File: src/rtl/msrv32_instr_fetch_unit.sv
// msrv32_instr_fetch_unit: fetch PC sequencer with single-outstanding imem handshake and output/skid buffering.
// Define MSRV32_MISALIGN_TRAP_EN to trap misaligned redirect targets instead of silently aligning them.
module msrv32_instr_fetch_unit #(
    parameter logic [31:0] RESET_PC   = 32'h0000_0000,
    parameter logic [31:0] FLUSH_WORD = 32'h0000_0013
) (
    input  logic        ms_riscv32_mp_clk_in,
    input  logic        ms_riscv32_mp_rst_in,
    input  logic        redirect_in,
    input  logic [31:0] pc_in,
    input  logic        stall_in,
    output logic        imem_req_out,
    output logic [31:0] imem_addr_out,
    input  logic        imem_ready_in,
    input  logic        imem_rvalid_in,
    input  logic [31:0] imem_rdata_in,
    output logic [31:0] instr_out,
    output logic [31:0] pc_out,
    output logic        instr_valid_out,
    output logic        flush_out
`ifdef MSRV32_MISALIGN_TRAP_EN
    ,
    output logic        misaligned_out
`endif
);
    typedef enum logic [2:0] {IDLE, REQ, WAIT, HOLD, TRAP} state_t;
    state_t      r_state, w_next;
    logic [31:0] r_fetch_pc, r_instr, r_pc, r_skid_instr, r_skid_pc;
    logic        r_valid, r_flush, r_skid_valid, r_drop;
    logic        w_accept, w_take, w_out_free, w_owed, w_mis;
    logic [31:0] w_target, w_rsp_pc;
    assign w_target = pc_in & ~32'h3;
`ifdef MSRV32_MISALIGN_TRAP_EN
    logic r_mis;
    assign w_mis          = redirect_in && (pc_in[1:0] != 2'b00);
    assign misaligned_out = r_mis;
    always_ff @(posedge ms_riscv32_mp_clk_in)
        r_mis <= ms_riscv32_mp_rst_in ? 1'b0 : w_mis;
`else
    assign w_mis = 1'b0;
`endif
    assign imem_req_out    = (r_state == REQ) && !r_skid_valid && !r_drop;
    assign imem_addr_out   = r_fetch_pc;
    assign w_accept        = imem_req_out && imem_ready_in;
    assign w_take          = imem_rvalid_in && (r_state == WAIT) && !r_drop && !redirect_in;
    assign w_rsp_pc        = r_fetch_pc - 32'd4;
    assign w_out_free      = !r_valid || !stall_in;
    // a response is still owed by memory and must be swallowed when it shows up
    assign w_owed          = ((r_state == WAIT) || r_drop) && !imem_rvalid_in;
    assign instr_out       = r_instr;
    assign pc_out          = r_pc;
    assign instr_valid_out = r_valid;
    assign flush_out       = r_flush;
    always_comb begin
        w_next = r_state;
        case (r_state)
            IDLE:    w_next = REQ;
            REQ:     w_next = w_accept ? WAIT : REQ;
            WAIT:    w_next = !imem_rvalid_in ? WAIT : (w_out_free && !r_skid_valid) ? REQ : HOLD;
            HOLD:    w_next = w_out_free ? REQ : HOLD;
            default: w_next = TRAP;
        endcase
        if (redirect_in)
            w_next = w_mis ? TRAP : REQ;
    end
    always_ff @(posedge ms_riscv32_mp_clk_in) begin
        if (ms_riscv32_mp_rst_in) begin
            r_state      <= IDLE;
            r_fetch_pc   <= RESET_PC;
            r_instr      <= FLUSH_WORD;
            r_pc         <= RESET_PC;
            r_valid      <= 1'b0;
            r_flush      <= 1'b1;
            r_skid_valid <= 1'b0;
            r_skid_instr <= FLUSH_WORD;
            r_skid_pc    <= RESET_PC;
            r_drop       <= w_owed || w_accept;
        end else begin
            r_state <= w_next;
            r_drop  <= redirect_in ? (w_owed || w_accept) : (r_drop && !imem_rvalid_in);
            if (redirect_in)
                r_fetch_pc <= w_target;
            else if (w_accept)
                r_fetch_pc <= r_fetch_pc + 32'd4;
            if (redirect_in) begin
                r_valid      <= 1'b0;
                r_instr      <= FLUSH_WORD;
                r_flush      <= 1'b1;
                r_skid_valid <= 1'b0;
            end else if (w_out_free) begin
                if (r_skid_valid) begin
                    r_instr      <= r_skid_instr;
                    r_pc         <= r_skid_pc;
                    r_valid      <= 1'b1;
                    r_flush      <= 1'b0;
                    r_skid_valid <= w_take;
                    r_skid_instr <= imem_rdata_in;
                    r_skid_pc    <= w_rsp_pc;
                end else if (w_take) begin
                    r_instr <= imem_rdata_in;
                    r_pc    <= w_rsp_pc;
                    r_valid <= 1'b1;
                    r_flush <= 1'b0;
                end else begin
                    r_valid <= 1'b0;
                    r_instr <= FLUSH_WORD;
                end
            end else if (w_take) begin
                r_skid_valid <= 1'b1;
                r_skid_instr <= imem_rdata_in;
                r_skid_pc    <= w_rsp_pc;
            end
        end
    end
endmodule

File: config.mk
export PLATFORM = sky130hd
export DESIGN_NAME = msrv32_instr_fetch_unit
export DESIGN_NICKNAME = d
export VERILOG_FILES = /design/src/rtl/msrv32_instr_fetch_unit.sv
export SDC_FILE = /design/constraint.sdc
export NUM_CORES = 1
export LEC_CHECK = 0
export BUFFER_PORTS_ARGS = -buffer_cell sky130_fd_sc_hd__buf_4
export CORE_UTILIZATION = 60
export CTS_BUF_LIST = sky130_fd_sc_hd__clkbuf_2 sky130_fd_sc_hd__clkbuf_4 sky130_fd_sc_hd__clkbuf_8
export CTS_CLUSTER_SIZE = 30
export DETAILED_ROUTE_END_ITERATION = 10
export GPL_TIMING_DRIVEN = 0
export PLACE_DENSITY_LB_ADDON = 0.12
export SLEW_MARGIN = 40
export SYNTH_ARGS = -nofsm -noshare
export SYNTH_HDL_FRONTEND = slang
export SYNTH_SLANG_ARGS = --single-unit
File: constraint.sdc
create_clock -name ms_riscv32_mp_clk_in -period 3.5 [get_ports ms_riscv32_mp_clk_in]
set_input_delay 0 -clock ms_riscv32_mp_clk_in [delete_from_list [all_inputs] [get_ports ms_riscv32_mp_clk_in]]
set_output_delay 0 -clock ms_riscv32_mp_clk_in [all_outputs]
set_load 0.005 [all_outputs]
After elaboration in Yosys (flattened, before gate mapping)
Cells that the tools add are included.

Flip-flop bits (word level): 167. Bits of input ports: 70. Output and inout bits: 99. Word-level logic and storage cells: 71.

$add $sub $neg: 2. Equal/unequal tests: 4. Multiplexer cells: 26. Bitwise gates (word level): 1. Reduce and logical (&&, ||, !) cells: 26.

Operator list (number): $mux W32 (11); $add A32 B3 Y32 const B (1); $sub A32 B3 Y32 const B (1); $pmux W3 S4 (1); $mux W1 (10); $logic_and A1 B1 Y1 (9); $mux W2 (4); $eq A3 B2 Y1 const B (2); $logic_not A1 Y1 (6); $reduce_and A3 Y1 (2); $reduce_bool A2 Y1 (3); $eq A3 B1 Y1 const B (1); $logic_not A3 Y1 (1); $logic_or A1 B1 Y1 (3); $ne A2 B2 Y1 const B (1); $reduce_and A2 Y1 (1); $reduce_or A2 Y1 (1); $not A1 Y1 (1).

Logic depth before layout (Yosys ltp)
Gate-level depths: netlist of run 1.

Depth in word-level cells: 7. Mapped depth: 7. Mapped depth without buffers: 7.

Worst setup path after synthesis of run 1
OpenSTA, ideal clock, no wires.

Path kind: reg-to-reg. From: register r_fetch_pc[3], in the netlist imem_addr_out[3]. To: register r_fetch_pc[20], in the netlist imem_addr_out[20]. Setup time: 115 ps. Arrival: 1935 ps. Required time: 3385 ps. Setup slack: 1451 ps. Stages on the path, launching flop included: 7. Buffers on the path: 0. Clock period less this slack: 2049 ps. Path through: dfxtp_1 > ha_1 > or3b_2 > nor3_1 > nand4_1 > xnor2_1 > o21a_1.

Cells in the longest elaborated chain, start to end: 3.

RTL lines: from (decl) (line 28) `logic [31:0] r_fetch_pc, r_instr, r_pc, r_skid_instr, r_skid_pc;`; from (signal assigned) (line 82) `r_fetch_pc <= w_target;`; from (signal assigned) (line 84) `r_fetch_pc <= r_fetch_pc + 32'd4;`; $add A32 B3 Y32 (line 84); $mux W32 (line 83) `else if (w_accept)`; $mux W32 (line 81) `if (redirect_in)`.

Every way passes these cells. The select of a mux whose other input is x is not followed. A chain may end at the register's enable or synchronous reset.

Final worst setup path of run 1
From: register r_state[2]. To: register r_skid_pc[14].

Cells in the longest elaborated chain, start to end: 6.

RTL lines: from (decl) (line 27) `state_t r_state, w_next;`; from (signal assigned) (line 79) `r_state <= w_next;`; $eq A3 B2 Y1 (line 45) `assign w_take = imem_rvalid_in && (r_state == WAIT) && !r_drop && !redirect_in;`; $logic_and A1 B1 Y1 (3 in a row) (line 45); $reduce_bool A2 Y1 (no source line); $reduce_and A3 Y1 (no source line); to (signal assigned) (line 98) `r_skid_pc <= w_rsp_pc;`; to (signal assigned) (line 111) `r_skid_pc <= w_rsp_pc;`; to (decl) (line 28).

Every way passes these cells.

==> summary.txt, run 1 <==
Status: complete, no violations
Total setup buffers inserted after CTS: 0
Register bit total from synthesis: 161
Worst hold path depth: 3
Design Power: 0.00382 W
EDFF count, synth: 0
DRT Wirelength: 25.0 mm
Lkg Pwr: 3.80 nW
Drt wl/cell: 18.6 µm
Commonest non-fill, non-tap cells in the layout: buf_4 (167), dfxtp_1 (161), nand2_1 (128), nor2_1 (110), dlygate4sd3_1 (63)
# diodes: 0
Crit path time final: 2.77 ns
Maximum clock frequency: 361 MHz
TritonCTS Buffers: 17
DRT met1 WL: 9.65 mm
Seq/Total Area, Yosys: 42.9%
IO buf count: 161
First-pass DRT Iterations: 7
Power Dens Cells: 383 mW/mm²
Die height: 114 µm
Final Setup Violations: 0
Reg2Reg Depth: 6
CP Capture Type: register
Total length of routed met2 wires: 11.5 mm
CTS H-tree lvls: 4
# DRC: 0
DR vias/cell: 6.21
Largest net degree at the start of global routing: 17
CTS Sinks: 161
Routability Congestion: 1.06
YS warnings: 0
Max Buffers Root-to-Sink: 2
R2r endpoint: r_skid_pc[14]$_SDFFE_PP0P_
Final antenna-violating net count: 0
Top Layer Used: met4
Starting density of the core: 62.0%
DP Wirelength: 16.5 mm
Clock latency on the worst-skew pair: 0.47 ns
Layout area overhead: 32.9%
Crit Path Max Fanout: 10
Setup TNS: 0 ns
Most common cell after layout, fill and taps aside: buf_4
Synth unique cells: 66
First-pass GRT wire length: 39.4 mm
Maximum VDD drop: 0.294 mV
R2r startpoint: r_state[2]$_SDFF_PP0_
RSZ-0062 raised after global routing: no
Nets: 1235
Synthesized instance count: 917
Max Slew Vio Count: 0
CTS tree: done
Count of final hold-check violations: 0
CP endpoint: r_skid_pc[14]$_SDFFE_PP0P_
GR Overflow Total: 0
Clk_skew: 0.00820 ns
Core Area: 0.0121 mm²
Max-cap violation count: 0
Vias: 8345
Clock slew at reported path FFs: 0.09 ns
Slew margin rel.: 41.0%
Share of layout cells above drive strength 1: 20.5%
Clock root cell: clkbuf_8
Die width: 114 µm
Initial DRC count: 1075
Register-to-Register Setup Slack: 0.73 ns
Critical path class: reg -> reg
GRT Total Usage: 39.2%
Worst Path Required: 3.83 ns
# IOs: 169
Post-Syn Area: 0.00751 mm²
Die area: 0.0130 mm²
CP startpoint kind: register
Met3 WL: 2.74 mm
Async set or reset register ratio after synthesis: 0%
Initial antenna violation count: 0
Filler cells: 821
Syn avg cell area: 8.19 µm²
Critical Path Source: r_state[2]$_SDFF_PP0_
Worst-Margin Slew: 0.873 ns
Crit share post-route: 79.2%
Via count of the first global-routing pass: 7893
CP arrival: 3.10 ns
Hold WC Path Type: in -> reg
# rows: 40
Main synth FF type: dfxtp_1
-- per-stage QoR --
step	area [µm²]	cells	util (%)	hold slack (ns)	worst slack, ns
after floorplan	7520	920	-	0.109	1.45
after global placement	8940	1249	73.8	0.202	1.05
after detailed placement	8940	1249	73.8	0.211	0.945
after CTS	9980	1344	82.4	0.0275	0.923
after global routing	9980	1344	82.4	0.0690	0.629
final	9980	1344	82.4	0.0356	0.729
-- report_power, final --
part,total (W),internal [W],leakage (nW),switching [W]
sequential,0.00190,0.00186,1.30,0.0000380
combinational,0.000503,0.000232,2.30,0.000271
clock,0.00142,0.000702,0.198,0.000718
total,0.00382,0.00279,3.80,0.00103
-- flip-flops by register name, summed over array words and instances, names as in the netlist --
signal and cells:
instr_out 32, r_skid_instr 32, imem_addr_out 30, pc_out 30, r_skid_pc 30, r_state 3, flush_out 1, instr_valid_out 1
r_drop 1, r_skid_valid 1
-- worst min-delay path by stage --
stage | startpoint | endpoint | slack, ns
6_report | ms_riscv32_mp_rst_in | flush_out$_SDFFE_PP1P_ | 0.04
5_1_grt | ms_riscv32_mp_rst_in | flush_out$_SDFFE_PP1P_ | 0.07
4_1_cts | ms_riscv32_mp_rst_in | flush_out$_SDFFE_PP1P_ | 0.03
3_5_place_dp | pc_in[24] | imem_addr_out[24]$_SDFFE_PP0P_ | 0.21
3_3_place_gp | pc_in[24] | imem_addr_out[24]$_SDFFE_PP0P_ | 0.20
2_1_floorplan | pc_in[18] | imem_addr_out[18]$_SDFFE_PP0P_ | 0.11
-- metal layers --
| layer | GRT usage [%] | vias to the layer above |
|---|---|---|
| met1 | 49.7 | 3846 |
| met4 | 20.9 | 0 |
| met5 | 0 | - |
| li1 | - | 3770 |
| met2 | 62.8 | 616 |
| met3 | 8.08 | 113 |
-- cell type report --
cell class,instances,area [µm²],area share [%]
multi-input combinational,664,3890,39.0
buffer,85,370,3.71
timing repair buffer,224,1840,18.4
tap,168,210,2.11
clock inverter,11,130,1.30
sequential,161,3220,32.3
clock buffer,21,283,2.83
inverter,10,37.5,0.376
-- cells in the mapped netlist (3+ instances only) --
library cell	count	area share, %
nand3_1	20	1.3
a31o_2	3	0.35
mux2i_1	7	0.93
nor4_1	16	1.3
nor3_1	49	3.3
o211ai_1	4	0.40
a311oi_1	3	0.35
nor2_1	110	5.5
a21oi_1	51	3.4
buf_1	3	0.15
a31oi_1	6	0.50
nor4_4	3	0.85
buf_4	6	0.60
o21a_1	5	0.50
a2111oi_0	3	0.35
and2_1	6	0.50
a221oi_1	31	3.6
inv_1	9	0.45
nor4b_2	3	0.60
clkbuf_1	58	2.9
o221ai_1	3	0.35
o22ai_1	8	0.67
buf_2	17	1.1
a21o_1	6	0.60
nand2_1	128	6.4
o21ai_0	27	1.8
dfxtp_1	161	43
xor2_1	12	1.4
nor3_2	3	0.40
nand4_1	18	1.5
a211oi_1	41	4.1
xnor2_1	38	4.4
or4_1	6	0.60
and3_1	13	1.1
-- worst max-delay path: stages, from the launching register on --
cell      delay [ns]
dfxtp_1         0.38
nor4b_1         0.80
nand2_1         0.16
o21ai_1         0.35
buf_2           0.35
buf_1           0.44
a211oi_1        0.15
-- kinds of logic after synthesis --
family	Yosys count	synth area share [%]
and+or+nand+nor	401	26.4
AOI/OAI and AO/OA	200	18.0
DFF	161	42.9
buffers and inverters	95	5.43
xor gates and xnor gates	50	5.83
muxes	7	0.933
adders and majority gates	2	0.333
other	1	0.0499
-- repair_timing --
action	4_1_cts	5_1_grt
hold endpoints to repair	97	0
resized for setup	0	0
endpoints found under the setup margin	0	0
hold buffers	63	0
(Power assumes the default switching activity.)
==> run 2: changes to the inputs <==
ABC_AREA = 1   (was unset)
CORE_UTILIZATION = 52   (was 60)
clock period = 2.3 ns   (was 3.5 ns; I/O delays follow)
==> run 2 against run 1 <==
Against the previous run: first-iteration DRC count shrank 32%; cell count grew 26%; design area grew 7.1%; critical path type unchanged; largest power group unchanged; highest routed layer unchanged.
==> summary.txt, run 2 <==
Adder-cell share of the synthesized area: 0.307%
Max Slew Vio Count: 0
Clock slew at reported path FFs: 0.09 ns
EDFF count, synth: 0
Initial antenna violation count: 0
Cts hold-fix bufs: 66
Via count of the first global-routing pass: 8254
Main synth FF type: dfxtp_1
Die width: 127 µm
DP Wirelength: 19.5 mm
First-pass DRT Iterations: 5
Die area: 0.0162 mm²
Worst hold path depth: 5
CP Cell Sequence: ha_1, nand3_1, inv_2, nand2_1, inv_2, nand2_1, nor2_1, nand2_1, nand3_1, a21oi_1
Async set or reset register ratio after synthesis: 0%
Maximum clock frequency: 484 MHz
Maximum VDD drop: 0.354 mV
DR vias/cell: 5.32
Simple-gate area share of the yosys netlist: 29.7%
Share of layout cells above drive strength 1: 18.7%
IO buf count: 161
Initial DRC count: 734
R2r endpoint: imem_addr_out[16]$_SDFFE_PP0P_
Dominant cell by count in the synthesized netlist: nand2_1
Layout area overhead: 31.0%
Routability Congestion: 0.964
Critical path class: reg -> reg
Nets: 1543
Final Setup Violations: 0
Most used cell, CP: nand2_1
Hold path endpoint: r_skid_valid$_SDFFE_PP0P_
Clk_skew: 0.0117 ns
Slowest stage delay, CP: 0.50 ns
Compound-Gate Fraction of Synth Area: 18.7%
Final hold slack: 0.106 ns
Xor and xnor fraction of the mapped netlist area: 3.00%
R2r startpoint: imem_addr_out[3]$_SDFFE_PP0P_
Area share of the largest cell type after synthesis: 39.5%
Hold WC Path Type: in -> reg
Switch Pwr: 0.00168 W
# IOs: 169
Commonest non-fill, non-tap cells in the layout: nand2_1 (291), nor2_1 (221), buf_4 (176), dfxtp_1 (161), o21ai_0 (129)
Most common cell after layout, fill and taps aside: nand2_1
Worst Path Required: 2.62 ns
Count of final hold-check violations: 0
CTS Sinks: 161
Slew margin rel.: 50.2%
Total setup buffers inserted after CTS: 0
Reg2Reg Depth: 10
Power Dens Cells: 545 mW/mm²
Drt wl/cell: 15.8 µm
# diodes: 0
Final antenna-violating net count: 0
First-pass GRT wire length: 42.1 mm
Crit Path Max Fanout: 7
Int Power: 0.00415 W
Post-synthesis mux area share: 0%
Register bit total from synthesis: 161
Critical path buffers and inverters: 2
Largest net degree at the start of global routing: 17
YS warnings: 0
Seq pwr share: 49.8%
Synth unique cells: 41
Slowest cell on the critical path: dfxtp_1
Combinational share of power: 14.8%
CP arrival: 2.39 ns
Status: complete, no violations
Clock root cell: clkbuf_8
HP Start: stall_in
Vias: 9021
Syn avg cell area: 6.68 µm²
CP Capture Type: register
CTS tree: done
Max-cap violation count: 0
Commonest cells in the netlist: nand2_1 (291), nor2_1 (221), dfxtp_1 (161), o21ai_0 (129), a21oi_1 (81)
Core Area: 0.0153 mm²
Lkg Pwr: 4.57 nW
RSZ-0062 raised after global routing: no
# DRC: 0
DRT Wirelength: 26.7 mm
CTS H-tree lvls: 4
CP startpoint kind: register
Synthesized instance count: 1222
GR Overflow Total: 0
Sw frac: 28.8%
Crit path time final: 2.07 ns
Setup TNS: 0 ns
Seq/Total Area, Yosys: 39.5%
Family with the most delay on the worst path: simple AND/OR/NAND/NOR gates
Post-Syn Area: 0.00816 mm²
Die height: 127 µm
TritonCTS Buffers: 17
# rows: 45
GRT Total Usage: 33.4%
Yosys top cell by area: dfxtp_1
Worst-Margin Slew: 0.748 ns
Starting density of the core: 53.5%
Max Buffers Root-to-Sink: 2
Number of gates resized after CTS: 0
Clock power frac: 35.4%
Register-to-Register Setup Slack: 0.23 ns
Clock latency on the worst-skew pair: 0.47 ns
Top cells by area, synth: dfxtp_1 (39%), nand2_1 (13%), nor2_1 (10%)
Largest family of logic cells by synthesized area: simple AND/OR/NAND/NOR gates
Crit share post-route: 89.9%
## run 2: cell count changes after synthesis, moves of 24 or more
cell      change
a221oi_1     -31
nor3_1       -48
xnor2_1      -37
inv_1        +65
a21oi_1      +30
o21ai_0     +102
nand2_1     +163
o21ai_1      +25
a211oi_1     -40
clkbuf_1     -24
nor2_1      +111
## run 2: final cells by class
cell class / instances / area, µm²
Buffer: 71 / 399
Clock buffer: 21 / 283
Clock inverter: 11 / 103
Fill cell: 1353 / 4570
Inverter: 85 / 319
Multi-Input combinational cell: 908 / 4230
Sequential cell: 161 / 3220
Tap cell: 211 / 264
Timing Repair Buffer: 227 / 1870
## run 2: metrics by stage
stage	util (%)	area (µm²)	power [W]	cells	worst slack (ns)
after floorplan	-	8170	0.00339	1225	0.712
after global placement	63.2	9650	0.00371	1597	0.343
after detailed placement	63.2	9650	0.00371	1597	0.320
after CTS	70.1	10700	0.00581	1695	0.296
after global routing	70.1	10700	0.00604	1695	0.0987
final	70.1	10700	0.00583	1695	0.232
## run 2: worst max-delay path by stage
stage | slack, ns | startpoint | cells after the start | end
2_1_floorplan | 0.71 | imem_addr_out[3]$_SDFFE_PP0P_ | 9 | imem_addr_out[14]$_SDFFE_PP0P_
3_3_place_gp | 0.34 | imem_addr_out[3]$_SDFFE_PP0P_ | 9 | imem_addr_out[14]$_SDFFE_PP0P_
3_5_place_dp | 0.32 | imem_addr_out[3]$_SDFFE_PP0P_ | 9 | imem_addr_out[14]$_SDFFE_PP0P_
4_1_cts | 0.30 | imem_addr_out[3]$_SDFFE_PP0P_ | 9 | imem_addr_out[14]$_SDFFE_PP0P_
5_1_grt | 0.1 | imem_addr_out[3]$_SDFFE_PP0P_ | 9 | imem_addr_out[14]$_SDFFE_PP0P_
6_report | 0.23 | imem_addr_out[3]$_SDFFE_PP0P_ | 10 | imem_addr_out[16]$_SDFFE_PP0P_
## run 2: worst reg2reg max path: stages (launching register included)
cell     delay, ns
dfxtp_1       0.50
ha_1          0.28
nand3_1       0.24
inv_2         0.19
nand2_1       0.15
inv_2         0.13
nand2_1       0.09
nor2_1        0.11
nand2_1       0.06
nand3_1       0.09
a21oi_1       0.07
## run 2: power by group through the flow
stage	Clock [W]	Combinational [W]	Sequential [W]
floorplan	0	0.000447	0.00294
global placement	0	0.000744	0.00296
detailed placement	0	0.000749	0.00296
CTS	0.00207	0.000846	0.00290
global route	0.00218	0.000953	0.00290
finish	0.00206	0.000865	0.00290
## run 2: cell families after synthesis
| kind of cell | Yosys count |
|---|---|
| flops | 161 |
| fa+ha+maj | 2 |
| buf+inv | 156 |
| simple gates | 590 |
| xor+xnor | 28 |
| compound gates | 284 |
| other cells | 1 |
## run 2: per-layer routing
metal / GRT usage, % / wire length (µm) / up-vias
met2: 54.3 / 12300 / 377
li1: - / - / 4441
met3: 5.11 / 2040 / 72
met1: 43.4 / 11400 / 4131
met5: 0 / 0 / -
met4: 16.4 / 1020 / 0
==> run 3: changes to the inputs <==
CORE_UTILIZATION = 60   (was 52)
clock period = 2.5 ns   (was 2.3 ns; I/O delays follow)
==> run 3 against run 2 <==
Against the previous run: die area is 13% lower; setup slack worse by 0.021 ns; register-to-register slack worse by 0.02 ns; critical path depth is 3 lower; total power is 3.9% lower; fmax is 9.7% lower; clock power is 3% higher; design area hardly changed; sequential share of layout area hardly changed; core utilization is 11 points higher; via count is 5.8% higher; largest power group unchanged; flip-flop and latch count stayed put.
==> summary.txt, run 3 (synthesized netlist as in run 2, its figures left out) <==
CP Cell Sequence: ha_1, nand3_1, nor2_4, nand4_1, xor2_1, a21oi_1, dlygate4sd3_1
Worst-Margin Slew: 0.771 ns
Reg2Reg Depth: 7
Slew margin rel.: 48.6%
Initial DRC count: 1018
First-pass DRT Iterations: 6
Crit share post-route: 91.6%
Die height: 119 µm
# diodes: 0
Critical path class: reg -> reg
GRT Total Usage: 40.7%
Status: complete, no violations
Layout area overhead: 31.1%
Drt wl/cell: 17.1 µm
# DRC: 0
Multi-input logic area: 0.00424 mm²
Worst path depth: 7
Nets: 1543
Slowest stage delay, CP: 0.56 ns
Commonest non-fill, non-tap cells in the layout: nand2_1 (291), nor2_1 (220), buf_4 (176), dfxtp_1 (161), o21ai_0 (129)
Max Slew Vio Count: 0
Vias: 9547
Register-to-Register Setup Slack: 0.21 ns
Share of layout cells above drive strength 1: 18.7%
DRT Wirelength: 28.3 mm
Clk_skew: 0.0136 ns
DP Wirelength: 19.4 mm
CTS tree: done
CP arrival: 2.64 ns
# rows: 42
Core Area: 0.0132 mm²
Sequential Area: 0.00322 mm²
Final antenna-violating net count: 0
GR Util met3: 7.77%
Grt peak-use layer: met2
GR Util met2: 69.5%
Largest net degree at the start of global routing: 17
Clock latency on the worst-skew pair: 0.47 ns
First-pass GRT wire length: 45.1 mm
Initial antenna violation count: 0
Starting density of the core: 61.6%
Filler cells: 989
Die width: 119 µm
Maximum VDD drop: 0.315 mV
CTS H-tree lvls: 4
Count of final hold-check violations: 0
DR vias/cell: 5.75
Finished Core Util: 80.8%
# IOs: 169
Worst hold path depth: 4
CP startpoint kind: register
CP Capture Type: register
Hold WC Path Type: in -> reg
Lkg Pwr: 4.60 nW
TritonCTS Buffers: 17
Family with the most delay on the worst path: simple AND/OR/NAND/NOR gates
Via count of the first global-routing pass: 8999
GRT met1 Usage: 48.9%
Routability Congestion: 0.992
Crit path time final: 2.29 ns
IO buf count: 161
RSZ-0062 raised after global routing: no
Maximum clock frequency: 437 MHz
Final Setup Violations: 0
Clock root cell: clkbuf_8
Die area: 0.0141 mm²
Max-cap violation count: 0
Setup TNS: 0 ns
Critical path buffers and inverters: 1
Power Dens Cells: 524 mW/mm²
Total setup buffers inserted after CTS: 0
Clock slew at reported path FFs: 0.08 ns
GR Overflow Total: 0
Max Buffers Root-to-Sink: 2
Worst Path Required: 2.85 ns
Crit Path Max Fanout: 7
Most common cell after layout, fill and taps aside: nand2_1
CTS Sinks: 161
Slowest cell on the critical path: dlygate4sd3_1
==> run 3: cell count changes in the layout (fill, tap and decap cells not counted) <==
cell | before | now
bufinv_16 | 1 | 4
clkbuf_4 | 1 | 2
clkbuf_8 | 20 | 17
clkinvlp_4 | 3 | 0
inv_8 | 0 | 1
nor2_1 | 221 | 220
nor2_4 | 3 | 4
==> run 3: through the flow <==
| stage | instances | worst slack (ns) | hold WS, ns | area [µm²] | total power [W] |
|---|---|---|---|---|---|
| floorplan | 1225 | 0.912 | 0.107 | 8170 | 0.00312 |
| CTS | 1659 | 0.127 | 0.0210 | 10700 | 0.00555 |
| finish | 1659 | 0.210 | 0.0349 | 10700 | 0.00560 |
| detailed placement | 1562 | 0.494 | 0.212 | 9600 | 0.00341 |
| global route | 1659 | 0.0419 | 0.0421 | 10700 | 0.00579 |
| global placement | 1562 | 0.518 | 0.213 | 9600 | 0.00340 |
==> run 3: worst paths after layout <==
check	startpoint	to
hold reg to reg	r_skid_pc[5]$_SDFFE_PP0P_	r_skid_pc[5]$_SDFFE_PP0P_
setup reg to reg	imem_addr_out[3]$_SDFFE_PP0P_	imem_addr_out[8]$_SDFFE_PP0P_
hold / removal	imem_ready_in	r_state[0]$_SDFF_PP0_
setup / recovery	imem_addr_out[3]$_SDFFE_PP0P_	imem_addr_out[8]$_SDFFE_PP0P_
==> run 3: cell type report <==
cell class	count	area share, %
Timing Repair Buffer	227	17.5
Tap cell	176	2.06
Clock buffer	19	2.33
Inverter	85	2.98
Multi-Input combinational cell	908	39.6
Buffer	71	3.73
Sequential cell	161	30.1
Clock inverter	12	1.70
==> run 3: metal layers <==
layer,vias to the layer above,wire length (µm)
met4,0,1340
met1,4405,11000
met3,115,2460
met2,573,13500
met5,-,0
li1,4454,-
==> run 3: worst register-to-register path, cell delays in order, from the launching register on <==
cell and delay, ns:
dfxtp_1 0.50, ha_1 0.27, nand3_1 0.27, nor2_4 0.24, nand4_1 0.12, xor2_1 0.15, a21oi_1 0.08, dlygate4sd3_1 0.56
==> run 3: timing repair <==
item,CTS,global route
hold buffers,66,0
endpoints found under the hold margin,100,0
endpoints found under the setup margin,0,1
resized for setup,0,2
==> run 3: report_power, final <==
part | switching (W) | leakage, nW | internal (W)
logic | 0.000467 | 3.07 | 0.000339
clock network | 0.00101 | 0.223 | 0.00112
registers | 0.0000698 | 1.30 | 0.00260
